[src/rtl/ysyx_25040118_pkg.sv]
// Shared constants for the NPC instruction sequencer: state encoding, fixed instruction words,
// and the default reset PC.
package ysyx_25040118_pkg;

  localparam logic [2:0] S_IDLE = 3'd0;
  localparam logic [2:0] S_REQ  = 3'd1;
  localparam logic [2:0] S_WAIT = 3'd2;
  localparam logic [2:0] S_EXEC = 3'd3;
  localparam logic [2:0] S_WB   = 3'd4;
  localparam logic [2:0] S_HALT = 3'd5;

  localparam logic [31:0] INS_NOP          = 32'h0000_0013;
  localparam logic [31:0] INS_EBREAK       = 32'h0010_0073;
  localparam logic [31:0] RESET_PC_DEFAULT = 32'h8000_0000;

endpackage

[src/rtl/ysyx_25040118_seq_if.sv]
// IMEM fetch handshake and decoder hand-off bundle between the sequencer (master) and
// the IMEM/decoder side (slave).
interface ysyx_25040118_seq_if #(
  parameter int PC_W = 32
);
  logic            imem_req_valid;
  logic            imem_req_ready;
  logic [PC_W-1:0] imem_addr;
  logic            imem_rsp_valid;
  logic [31:0]     imem_rsp_data;
  logic [31:0]     dec_ins;
  logic            dec_wen;
  logic            dec_ebreak;

  modport master (
    output imem_req_valid, imem_addr, dec_ins,
    input  imem_req_ready, imem_rsp_valid, imem_rsp_data, dec_wen, dec_ebreak
  );

  modport slave (
    input  imem_req_valid, imem_addr, dec_ins,
    output imem_req_ready, imem_rsp_valid, imem_rsp_data, dec_wen, dec_ebreak
  );
endinterface

[src/rtl/ysyx_25040118_perf_cnt.sv]
// 64-bit free-running event counter with enable; wraps modulo 2^64.
module ysyx_25040118_perf_cnt (
  input  logic        clk,
  input  logic        rst,
  input  logic        en_i,
  output logic [63:0] cnt_o
);
  logic [63:0] cnt_q;

  always_ff @(posedge clk or posedge rst) begin
    if (rst) begin
      cnt_q <= '0;
    end else if (en_i) begin
      cnt_q <= cnt_q + 64'd1;
    end
  end

  assign cnt_o = cnt_q;
endmodule

[src/rtl/ysyx_25040118_seq.sv]
// Multi-cycle NPC sequencer: fetch, latch, decode settle, write-back gating, halt on ebreak.
// Optional performance counters are built when SEQ_PERF_EN is defined.
//
// state | meaning
// IDLE  | one cycle after reset release
// REQ   | fetch request valid at pc, held until accepted
// WAIT  | waiting for the IMEM response, latched into dec_ins
// EXEC  | decoder settles on dec_ins
// WB    | rf_wen follows dec_wen, pc advances
// HALT  | stopped on ebreak until reset
module ysyx_25040118_seq
  import ysyx_25040118_pkg::*;
#(
  parameter int              PC_W     = 32,
  parameter logic [PC_W-1:0] RESET_PC = PC_W'(RESET_PC_DEFAULT)
) (
  input  logic                clk,
  input  logic                rst,
  ysyx_25040118_seq_if.master bus,
  output logic                rf_wen,
  output logic [PC_W-1:0]     pc,
  output logic                halt,
  output logic                busy
`ifdef SEQ_PERF_EN
  ,
  output logic [63:0]         perf_cycle,
  output logic [63:0]         perf_instret
`endif
);

  logic [2:0]      state_q, state_d;
  logic [PC_W-1:0] pc_q, pc_d;
  logic [31:0]     ins_q, ins_d;

  always_comb begin
    state_d = state_q;
    pc_d    = pc_q;
    ins_d   = ins_q;
    case (state_q)
      S_IDLE: state_d = S_REQ;
      S_REQ:  if (bus.imem_req_ready) state_d = S_WAIT;
      S_WAIT: begin
        if (bus.imem_rsp_valid) begin
          ins_d   = bus.imem_rsp_data;
          state_d = S_EXEC;
        end
      end
      S_EXEC: state_d = bus.dec_ebreak ? S_HALT : S_WB;
      S_WB: begin
        pc_d    = pc_q + PC_W'(4);
        state_d = S_REQ;
      end
      S_HALT: state_d = S_HALT;
      default: state_d = S_IDLE;
    endcase
  end

  always_ff @(posedge clk or posedge rst) begin
    if (rst) begin
      state_q <= S_IDLE;
      pc_q    <= RESET_PC;
      ins_q   <= INS_NOP;
    end else begin
      state_q <= state_d;
      pc_q    <= pc_d;
      ins_q   <= ins_d;
    end
  end

  assign bus.imem_req_valid = (state_q == S_REQ);
  assign bus.imem_addr      = pc_q;
  assign bus.dec_ins        = ins_q;
  assign rf_wen             = (state_q == S_WB) && bus.dec_wen;
  assign pc                 = pc_q;
  assign halt               = (state_q == S_HALT);
  assign busy               = (state_q != S_IDLE) && (state_q != S_HALT);

`ifdef SEQ_PERF_EN
  ysyx_25040118_perf_cnt u_perf_cycle (
    .clk   (clk),
    .rst   (rst),
    .en_i  (busy),
    .cnt_o (perf_cycle)
  );

  ysyx_25040118_perf_cnt u_perf_instret (
    .clk   (clk),
    .rst   (rst),
    .en_i  (state_q == S_WB),
    .cnt_o (perf_instret)
  );
`endif

endmodule
[src/flat_wrapper.sv]
// flat-port wrapper written by rule: the top's interface ports become plain ports
module ysyx_25040118_seq_flat import ysyx_25040118_pkg::*;
#(
  parameter int              PC_W     = 32,
  parameter logic [PC_W-1:0] RESET_PC = PC_W'(RESET_PC_DEFAULT)
)
  (clk, rst, rf_wen, pc, halt, busy, bus_imem_req_valid, bus_imem_addr, bus_dec_ins, bus_imem_req_ready, bus_imem_rsp_valid, bus_imem_rsp_data, bus_dec_wen, bus_dec_ebreak);
  ysyx_25040118_seq_if #(.PC_W(PC_W)) bus_i ();
  input  logic clk;
  input  logic rst;
  output logic rf_wen;
  output logic [PC_W-1:0] pc;
  output logic halt;
  output logic busy;
  output wire logic [$bits(bus_i.imem_req_valid)-1:0] bus_imem_req_valid;
  output wire logic [$bits(bus_i.imem_addr)-1:0] bus_imem_addr;
  output wire logic [$bits(bus_i.dec_ins)-1:0] bus_dec_ins;
  input wire logic [$bits(bus_i.imem_req_ready)-1:0] bus_imem_req_ready;
  input wire logic [$bits(bus_i.imem_rsp_valid)-1:0] bus_imem_rsp_valid;
  input wire logic [$bits(bus_i.imem_rsp_data)-1:0] bus_imem_rsp_data;
  input wire logic [$bits(bus_i.dec_wen)-1:0] bus_dec_wen;
  input wire logic [$bits(bus_i.dec_ebreak)-1:0] bus_dec_ebreak;
  assign bus_imem_req_valid = bus_i.imem_req_valid;
  assign bus_imem_addr = bus_i.imem_addr;
  assign bus_dec_ins = bus_i.dec_ins;
  assign bus_i.imem_req_ready = bus_imem_req_ready;
  assign bus_i.imem_rsp_valid = bus_imem_rsp_valid;
  assign bus_i.imem_rsp_data = bus_imem_rsp_data;
  assign bus_i.dec_wen = bus_dec_wen;
  assign bus_i.dec_ebreak = bus_dec_ebreak;
  ysyx_25040118_seq #(.PC_W(PC_W), .RESET_PC(RESET_PC)) u_core (.clk(clk), .rst(rst), .bus(bus_i), .rf_wen(rf_wen), .pc(pc), .halt(halt), .busy(busy));
endmodule
[config.mk]
export PLATFORM = sky130hd
export DESIGN_NAME = ysyx_25040118_seq_flat
export DESIGN_NICKNAME = d
export VERILOG_FILES = /design/src/rtl/ysyx_25040118_pkg.sv /design/src/rtl/ysyx_25040118_seq_if.sv /design/src/rtl/ysyx_25040118_perf_cnt.sv /design/src/rtl/ysyx_25040118_seq.sv /design/src/flat_wrapper.sv
export SDC_FILE = /design/constraint.sdc
export NUM_CORES = 1
export LEC_CHECK = 0
export BUFFER_PORTS_ARGS = -buffer_cell sky130_fd_sc_hd__buf_2
export CELL_PAD_IN_SITES_DETAIL_PLACEMENT = 0
export CELL_PAD_IN_SITES_GLOBAL_PLACEMENT = 2
export CORE_AREA = 5 5 108 110
export CTS_BUF_LIST = sky130_fd_sc_hd__clkbuf_2 sky130_fd_sc_hd__clkbuf_4 sky130_fd_sc_hd__clkbuf_8
export CTS_CLUSTER_SIZE = 10
export DETAILED_ROUTE_END_ITERATION = 10
export DIE_AREA = 0 0 113 115
export HOLD_SLACK_MARGIN = 0.06
export PLACE_DENSITY = 0.85
export SETUP_SLACK_MARGIN = 0.4
export SYNTH_ARGS = -nofsm -noshare
export SYNTH_HDL_FRONTEND = slang
export SYNTH_SLANG_ARGS = --single-unit
[constraint.sdc]
create_clock -name clk -period 2.9 [get_ports clk]
set_input_delay 0.435 -clock clk [delete_from_list [all_inputs] [get_ports clk]]
set_output_delay 0.435 -clock clk [all_outputs]
set_load 0.02 [all_outputs]
==> flow_metrics.tcl, run 1 <==
set metrics [dict create \
    outcome "completed" \
    dieArea_mm2 0.01300 \
    hold_class "in -> async" \
    synth_most_common_cell "dfrtp_1" \
    routed.top_layer "met4" \
    wire_per_inst_um 13.55 \
    netlist_area_mm2 0.002995 \
    synth_seq_area_share_pct 54.47 \
    synthToLayoutAreaGrowth_pct 27.23 \
    yosys.area_share.adder_pct 0.4177 \
    hpwlAfterDp_mm 5.122 \
    async_flop_share_pct 100.0 \
    drc 0 \
    reg2reg_depth 4 \
    finalSetupViolCount 0 \
    overflow 0 \
    wl_met1_mm 2.806 \
    fillCellCount 1079 \
    die_h_um 115 \
    synth_top_family_by_area "simple AND/OR/NAND/NOR gates" \
    drv_slew 0 \
    die_w_um 113 \
    antenna_cells 0 \
    relSlewSlack_pct 54.42 \
    wl_met3_um 470 \
    drtAntennaViolNets 0 \
    critical_path.max_fanout 10 \
    synth_flop_cell "dfrtp_1" \
    cts_setup_buffers 0 \
    fin_crit_ns 2.219 \
    syn-instance-count 248 \
    cts_resized 0 \
    gp_congestion 0.7760 \
    peakVddDrop_v 0.0003128 \
    tns_ns 0 \
    r2r_end "u_core.bus.imem_addr[31]$_DFFE_PP1N_" \
    end_kind "primary output" \
    synth_area_leaders "dfrtp_1 51%, mux2_2 12%, buf_4 8.5%" \
    yosys.area_share.simple_pct 12.24 \
    numClockSinks 65 \
    yosys_warnings 0 \
    yosysTopAreaCellShare_pct 50.96 \
    vias_per_cell 4.319 \
    start_kind "register" \
    required_ns 2.47 \
    tightest_slew_ns 0.6827 \
    cap_violations 0 \
    clock_latency_ns 0.34 \
    synth_top_area_cell "dfrtp_1" \
    r2r_slack_ns 0.71 \
    reg2reg_from "u_core.state_q[2]$_DFFE_PP0P_" \
    period_share_pct 76.53 \
    rsz0062_at_grt "no" \
    grt_max_degree 36 \
    via_count 2168 \
    rows 38 \
    skew_ns 0.008163 \
    synth_cell_types 30 \
    core_mm2 0.01060 \
    final_nets 396 \
    p_per_area_mw_per_mm2 879.3 \
    grt_usage_pct 10.55 \
    path_class "reg -> out" \
    htree_levels 3 \
    power_mw 3.351 \
    synth_compound_area_share_pct 0.8354 \
    holdBufCountCts 0 \
    fmax_mhz 450.6 \
    drt-initial-drc-count 69 \
    start_util_pct 28.25 \
    leakage_nw 2.024 \
    grt_pass1_wl_mm 10.84 \
    io_buffers 133 \
    synth_edf_count 0 \
    wl_met2_mm 3.362 \
    cts_tree "built" \
    syn_avg_cell_area_um2 12.08 \
    crit_start "u_core.state_q[2]$_DFFE_PP0P_" \
    dr.pass1.iters 4 \
    synth.mux.area_fraction_pct 12.03 \
    worst_ep_arrival_time_ns 1.78 \
    ys_ff_latch 65 \
    routed_wirelength_mm 6.802 \
    root_buffer "clkbuf_8" \
    ios 138 \
    synth_common_cells "61 x dfrtp_1, 34 x buf_4, 32 x mux2_2, 16 x xor2_1" \
    cts_buffers 9 \
    hold_violations 0 \
    path_clk_slew_ns 0.07 \
    clk_path_buf_depth 2 \
    synth-xor-area-share_pct 9.064 \
    drive_gt1_share_pct 53.04 \
    grt_pass1_vias 2179 \
    antenna_found_initial 0 \
]
[layer usage]
metal | vias to the layer above | global-route usage [%]
met5 | - | 0
met2 | 75 | 17.38
met3 | 11 | 3.421
li1 | 1022 | -
met1 | 1060 | 12.62
met4 | 0 | 4.808
[cells in the final DEF (no fill, tap or decap), types with 5 or more instances in the layout]
master and count:
nor4_1 5, nand4_1 8, nand2_1 15, nor2_1 8
xnor2_1 15, mux2_2 32, xor2_1 16, buf_2 133
nand3_1 10, clkbuf_8 11, nor3_1 7, dfrtp_1 61
[critical path: stages, from the launching register on]
cell     delay, ns
dfrtp_1       0.53
nor3b_1       0.56
and2_1        0.21
buf_2         0.16
[logic make-up after synthesis]
kind of cell	count (synthesis)
xor+xnor	31
fa+ha+maj	1
compound gates	4
mux	32
simple gates	68
buf+inv	46
flops	65
other cells	1
[registers in the layout (all words and copies together) (netlist names)]
signal / flops
u_core.bus.dec_ins: 32
u_core.bus.imem_addr: 30
u_core.state_q: 3
[power by group]
part	leakage [nW]	switching (mW)	internal, mW
clock	0.115	0.357	0.528
combinational	1.07	0.647	0.463
sequential	0.835	0.181	1.18
total	2.02	1.18	2.17
[worst max path at each step]
| stage | end | slack, ns | cells past startpoint |
|---|---|---|---|
| final | rf_wen | 0.68 | 3 |
| after global routing | rf_wen | 0.53 | 3 |
| after CTS | rf_wen | 0.67 | 3 |
| after detailed placement | u_core.bus.imem_addr[29]$_DFFE_PP0N_ | 0.73 | 4 |
| after global placement | u_core.bus.imem_addr[29]$_DFFE_PP0N_ | 0.79 | 4 |
| after floorplan | u_core.bus.imem_addr[31]$_DFFE_PP1N_ | 0.84 | 6 |
[layout make-up]
| type | count | area [um2] | area share, % |
|---|---|---|---|
| flip-flops and latches | 65 | 1632 | 42.81 |
| multi-input cells | 140 | 1056 | 27.71 |
| repair buffers | 136 | 700.7 | 18.38 |
| well taps | 140 | 175.2 | 4.596 |
| clock buffers | 11 | 151.4 | 3.972 |
| clock inverters | 5 | 77.57 | 2.035 |
| inverters | 5 | 18.77 | 0.4924 |
[through the flow]
stage / util (%) / instance area [um2] / cells / hold WS [ns] / setup WS, ns
2_1_floorplan: - / 3007 / 251 / 0.5193 / 0.8395
3_3_place_gp: 33.79 / 3582 / 486 / 0.4856 / 0.7933
3_5_place_dp: 33.79 / 3582 / 486 / 0.4897 / 0.7255
4_1_cts: 35.95 / 3811 / 502 / 0.2216 / 0.6707
5_1_grt: 35.95 / 3811 / 502 / 0.2650 / 0.5287
6_report: 35.95 / 3811 / 502 / 0.2001 / 0.6806
Note: power is estimated with default switching activity, not from simulation.
==> inputs of run 2 (changes only) <==
==> constraint.sdc (replaced) <==
create_clock -name clk -period 2.2 [get_ports clk]
set_input_delay 0.33 -clock clk [delete_from_list [all_inputs] [get_ports clk]]
set_output_delay 0.33 -clock clk [all_outputs]
set_load 0.02 [all_outputs]
==> flow_metrics.tcl, run 2 (same netlist as run 1, synthesis figures left out) <==
set metrics [dict create \
    outcome "completed" \
    numClockSinks 65 \
    peakVddDrop_v 0.0005839 \
    root_buffer "clkbuf_8" \
    drive_gt1_share_pct 62.92 \
    reg2reg_depth 4 \
    cp_cell_sequence "or3b_4, or4_4, nor3_2, xor2_1" \
    largest_register_ffs 32 \
    seq_area_mm2 0.001643 \
    reg2reg_from "u_core.state_q[1]$_DFFE_PP0P_" \
    fin_crit_ns 1.823 \
    end_kind "register" \
    grt_pass1_vias 2272 \
    hpwlAfterDp_mm 5.295 \
    antenna_found_initial 0 \
    drtAntennaViolNets 0 \
    period_share_pct 82.86 \
    tightest_slew_ns 0.5038 \
    final_common_cell "buf_2" \
    routed_wirelength_mm 7.316 \
    final_nets 417 \
    grt_usage_pct 11.33 \
    start_kind "register" \
    rows 38 \
    wl_met2_mm 3.578 \
    holdBufCountCts 0 \
    vias_per_cell 4.250 \
    wl_met3_um 580 \
    rsz0062_at_grt "yes" \
    dieArea_mm2 0.01300 \
    clk_path_buf_depth 2 \
    path_class "reg -> reg" \
    cts_buffers 9 \
    gp_congestion 0.7105 \
    drt-initial-drc-count 53 \
    start_util_pct 28.25 \
    overflow 0 \
    path_clk_slew_ns 0.08 \
    post-route-util_pct 39.14 \
    critical_path.max_fanout 5 \
    final_cell_mix "130 x buf_2, 52 x dfrtp_1, 32 x mux2_2" \
    cpMaxStageDelayCell "or4_4" \
    crit_path_max_incr_delay_ns 0.50 \
    cap_violations 0 \
    dr.pass1.iters 4 \
    power_mw 4.492 \
    grt_max_degree 35 \
    multiInputGateArea_mm2 0.001235 \
    grt_pass1_wl_mm 11.63 \
    io_buffers 133 \
    drc 0 \
    htree_levels 3 \
    leakage_nw 2.252 \
    worst_ep_arrival_time_ns 2.08 \
    hold_class "in -> async" \
    hold_violations 0 \
    ios 138 \
    dp_cells 492 \
    r2r_slack_ns 0.38 \
    r2r_end "u_core.bus.imem_addr[26]$_DFFE_PP0N_" \
    required_ns 2.46 \
    die_h_um 115 \
    wire_per_inst_um 13.99 \
    cts_tree "built" \
    clock_latency_ns 0.34 \
    antenna_cells 0 \
    synthToLayoutAreaGrowth_pct 38.55 \
    p_per_area_mw_per_mm2 1082 \
    relSlewSlack_pct 66.32 \
    fmax_mhz 548.6 \
    via_count 2223 \
    die_w_um 113 \
    routed.top_layer "met4" \
    crit_buf_inv 0 \
    critical-path-top-delay-family "simple AND/OR/NAND/NOR gates" \
    finalSetupViolCount 0 \
    stdcell_count 523 \
    drv_slew 0 \
    skew_ns 0.01393 \
    wl_met1_mm 3.089 \
    fillCellCount 1088 \
    core_mm2 0.01060 \
    tns_ns 0 \
]
-- run 2: final cells by class --
cell class	count	share of cell area [%]
Clock buffer	10	3.316
Clock inverter	6	1.628
Inverter	5	0.5427
Multi-Input combinational cell	141	29.76
Sequential cell	65	39.58
Tap cell	140	4.221
Timing Repair Buffer	156	20.95
-- run 2: worst max-delay path by stage --
stage | from | to | slack (ns) | depth (start not counted)
6_report | u_core.state_q[1]$_DFFE_PP0P_ | u_core.bus.imem_addr[26]$_DFFE_PP0N_ | 0.38 | 4
5_1_grt | u_core.state_q[1]$_DFFE_PP0P_ | u_core.bus.imem_addr[31]$_DFFE_PP1N_ | 0.32 | 4
4_1_cts | u_core.state_q[1]$_DFFE_PP0P_ | u_core.bus.imem_addr[31]$_DFFE_PP1N_ | 0.31 | 4
3_5_place_dp | u_core.state_q[1]$_DFFE_PP0P_ | u_core.bus.imem_addr[31]$_DFFE_PP1N_ | 0.24 | 4
3_3_place_gp | u_core.state_q[1]$_DFFE_PP0P_ | u_core.bus.imem_addr[29]$_DFFE_PP0N_ | 0.31 | 4
2_1_floorplan | u_core.state_q[1]$_DFFE_PP0P_ | u_core.bus.imem_addr[31]$_DFFE_PP1N_ | 0.34 | 6
-- run 2: what timing repair did --
action / CTS / global route
setup buffers: 5 / 9
pin swaps: 3 / 5
endpoints found under the hold margin: 0 / 0
endpoints found under the setup margin: 14 / 18
resized for setup: 9 / 12
gates cloned: 1 / 0
-- run 2: power breakdown --
part           leakage [nW]  internal [mW]  switching, mW
clock                0.0985          0.556          0.497
combinational          1.33          0.749          0.945
sequential            0.822           1.56          0.188
-- run 2: worst min-delay path: cells and delay by family --
kind / cells / cell delay (ns)
buffers and inverters: 3 / 0.53
-- run 2: metrics by stage --
step | hold WS, ns | cell area, um2 | worst slack, ns
floorplan | 0.4660 | 3154 | 0.3433
global placement | 0.4784 | 3760 | 0.3110
detailed placement | 0.4786 | 3760 | 0.2418
CTS | 0.1109 | 4044 | 0.3089
global route | 0.1349 | 4150 | 0.3162
finish | 0.1041 | 4150 | 0.3772
-- run 2: metal layers --
metal,global-route usage (%),vias to the layer above
met1,13.97,1073
met3,4.053,8
li1,-,1067
met4,3.606,0
met2,18.64,75
met5,0,-
==> inputs of run 3 (changes only) <==
--- a/config.mk
+++ b/config.mk
@@ -8,13 +8,13 @@
 export BUFFER_PORTS_ARGS = -buffer_cell sky130_fd_sc_hd__buf_2
 export CELL_PAD_IN_SITES_DETAIL_PLACEMENT = 0
 export CELL_PAD_IN_SITES_GLOBAL_PLACEMENT = 2
-export CORE_AREA = 5 5 108 110
+export CORE_AREA = 5 5 114 116
 export CTS_BUF_LIST = sky130_fd_sc_hd__clkbuf_2 sky130_fd_sc_hd__clkbuf_4 sky130_fd_sc_hd__clkbuf_8
 export CTS_CLUSTER_SIZE = 10
 export DETAILED_ROUTE_END_ITERATION = 10
-export DIE_AREA = 0 0 113 115
+export DIE_AREA = 0 0 119 121
 export HOLD_SLACK_MARGIN = 0.06
-export PLACE_DENSITY = 0.85
+export PLACE_DENSITY = 0.81
 export SETUP_SLACK_MARGIN = 0.4
 export SYNTH_ARGS = -nofsm -noshare
 export SYNTH_HDL_FRONTEND = slang
==> constraint.sdc (replaced) <==
create_clock -name clk -period 1.6 [get_ports clk]
set_input_delay 0.24 -clock clk [delete_from_list [all_inputs] [get_ports clk]]
set_output_delay 0.24 -clock clk [all_outputs]
set_load 0.02 [all_outputs]
==> flow_metrics.tcl, run 3 (same netlist as run 1, synthesis figures left out) <==
set metrics [dict create \
    outcome "complete, but fails checks" \
    failed_checks "setup timing" \
    hold_violations 0 \
    cp_cell_sequence "nand4_1, buf_4, or4_4, nor3_4, xor2_1" \
    die_w_um 119 \
    final_common_cell "buf_6" \
    fin_crit_ns 1.778 \
    gp_congestion 0.7219 \
    root_buffer "clkbuf_8" \
    grt_usage_pct 11.63 \
    numClockSinks 65 \
    clk_path_buf_depth 2 \
    end_kind "register" \
    placed_area_mm2 0.003998 \
    path_class "reg -> reg" \
    fillCellCount 1103 \
    worst_ep_arrival_time_ns 2.05 \
    finalSetupViolCount 59 \
    crit_path_max_incr_delay_ns 0.60 \
    largest_register_ffs 32 \
    final_nets 471 \
    final_cell_mix "88 x buf_6, 69 x buf_2, 48 x buf_4" \
    power_mw 6.824 \
    dieArea_mm2 0.01440 \
    hold_slack_ns 0.1294 \
    clock_latency_ns 0.34 \
    critical_path.max_fanout 4 \
    skew_ns 0.01062 \
    cpMaxStageDelayCell "or4_4" \
    drv_slew 0 \
    peakVddDrop_v 0.0006021 \
    grt_max_degree 66 \
    path_clk_slew_ns 0.08 \
    post-route-util_pct 44.27 \
    hold_class "in -> reg" \
    antenna_found_initial 0 \
    routed_wirelength_mm 8.359 \
    period_share_pct 111.1 \
    hpwlAfterDp_mm 5.857 \
    cts_buffers 9 \
    antenna_cells 0 \
    rsz0062_at_grt "yes" \
    start_util_pct 25.36 \
    synthToLayoutAreaGrowth_pct 74.56 \
    drt-initial-drc-count 44 \
    io_buffers 133 \
    overflow 0 \
    die_h_um 121 \
    grt_pass1_vias 2595 \
    fmax_mhz 562.4 \
    rows 40 \
    htree_levels 3 \
    core_mm2 0.01181 \
    stdcell_area_mm2 0.005229 \
    cts_tree "built" \
    ios 138 \
    drive_gt1_share_pct 73.17 \
    pre_cts_ws_ns -0.1847 \
    wire_per_inst_um 14.34 \
    drc 0 \
    dr.pass1.iters 4 \
    leakage_nw 2.696 \
    worst_slack_ns -0.1781 \
    required_ns 1.87 \
    p_per_area_mw_per_mm2 1305 \
    grt_pass1_wl_mm 13.36 \
    start_kind "register" \
    cap_violations 0 \
    drtAntennaViolNets 0 \
    via_count 2469 \
    vias_per_cell 4.235 \
]
-- run 3: changes by cell type in the layout (fill, tap and decap cells not counted), moves of 4 or more --
cell     delta
nand2_2     +5
buf_6      +85
nor2_1      -4
buf_4      +26
dfrtp_1     -7
dfrtp_2     +7
nand2_1     -6
buf_2      -61
-- run 3: repair_timing --
action,CTS,global route
gates resized for setup,171,32
gates cloned,1,0
buffers inserted,24,16
pin swaps,22,15
endpoints found under the setup margin,127,131
hold endpoints to repair,61,0
hold buffers,1,0
-- run 3: routing by layer --
| metal | wire (um) | global-route usage (%) | up-vias |
|---|---|---|---|
| li1 | - | - | 1169 |
| met1 | 3423 | 13.66 | 1207 |
| met2 | 4291 | 19.71 | 82 |
| met3 | 513 | 3.590 | 11 |
| met4 | 131 | 4.779 | 0 |
| met5 | 0 | 0 | - |
-- run 3: layout make-up --
class | instances | area (um2) | share of cell area (%)
timing repair buffer | 210 | 1782 | 34.08
sequential | 65 | 1652 | 31.59
multi-input combinational | 141 | 1366 | 26.13
tap | 147 | 183.9 | 3.518
clock buffer | 12 | 152.6 | 2.919
clock inverter | 3 | 65.06 | 1.244
inverter | 5 | 27.53 | 0.5264
-- run 3: final timing paths --
path                       slack, ns  depth (start not counted)                                start                                   end
setup / recovery               -0.18                          5  u_core.bus.imem_addr[5]$_DFFE_PP0N_  u_core.bus.imem_addr[21]$_DFFE_PP0N_
hold / removal                  0.13                          2                bus_imem_rsp_data[14]    u_core.bus.dec_ins[14]$_DFFE_PP0P_
setup reg to reg               -0.18                          5  u_core.bus.imem_addr[5]$_DFFE_PP0N_  u_core.bus.imem_addr[21]$_DFFE_PP0N_
hold reg to reg                 0.50                          1   u_core.bus.dec_ins[30]$_DFFE_PP0P_    u_core.bus.dec_ins[30]$_DFFE_PP0P_
max in group asynchronous       0.74                          4                                  rst  u_core.bus.imem_addr[31]$_DFFE_PP1N_
min in group asynchronous       0.55                          4                                  rst     u_core.bus.dec_ins[5]$_DFFE_PP0P_
-- run 3: stage by stage --
step                      TNS, ns  cells
after floorplan            -4.333    251
after global placement     -2.864    526
after detailed placement   -4.101    526
after CTS                  -3.268    567
after global routing       -8.530    583
final                      -4.527    583
-- run 3: report_power, final --
group          internal [mW]  switching, mW
sequential              2.14          0.247
clock                  0.945          0.621
combinational           1.41           1.46
total                   4.50           2.32
-- run 3: critical path: cells and delay by family (launching register included) --
family	cells	cell delay [ns]
XOR/XNOR	1	0.15
buffers and inverters	1	0.22
AND/OR/NAND/NOR	3	0.97
flip-flops	1	0.37
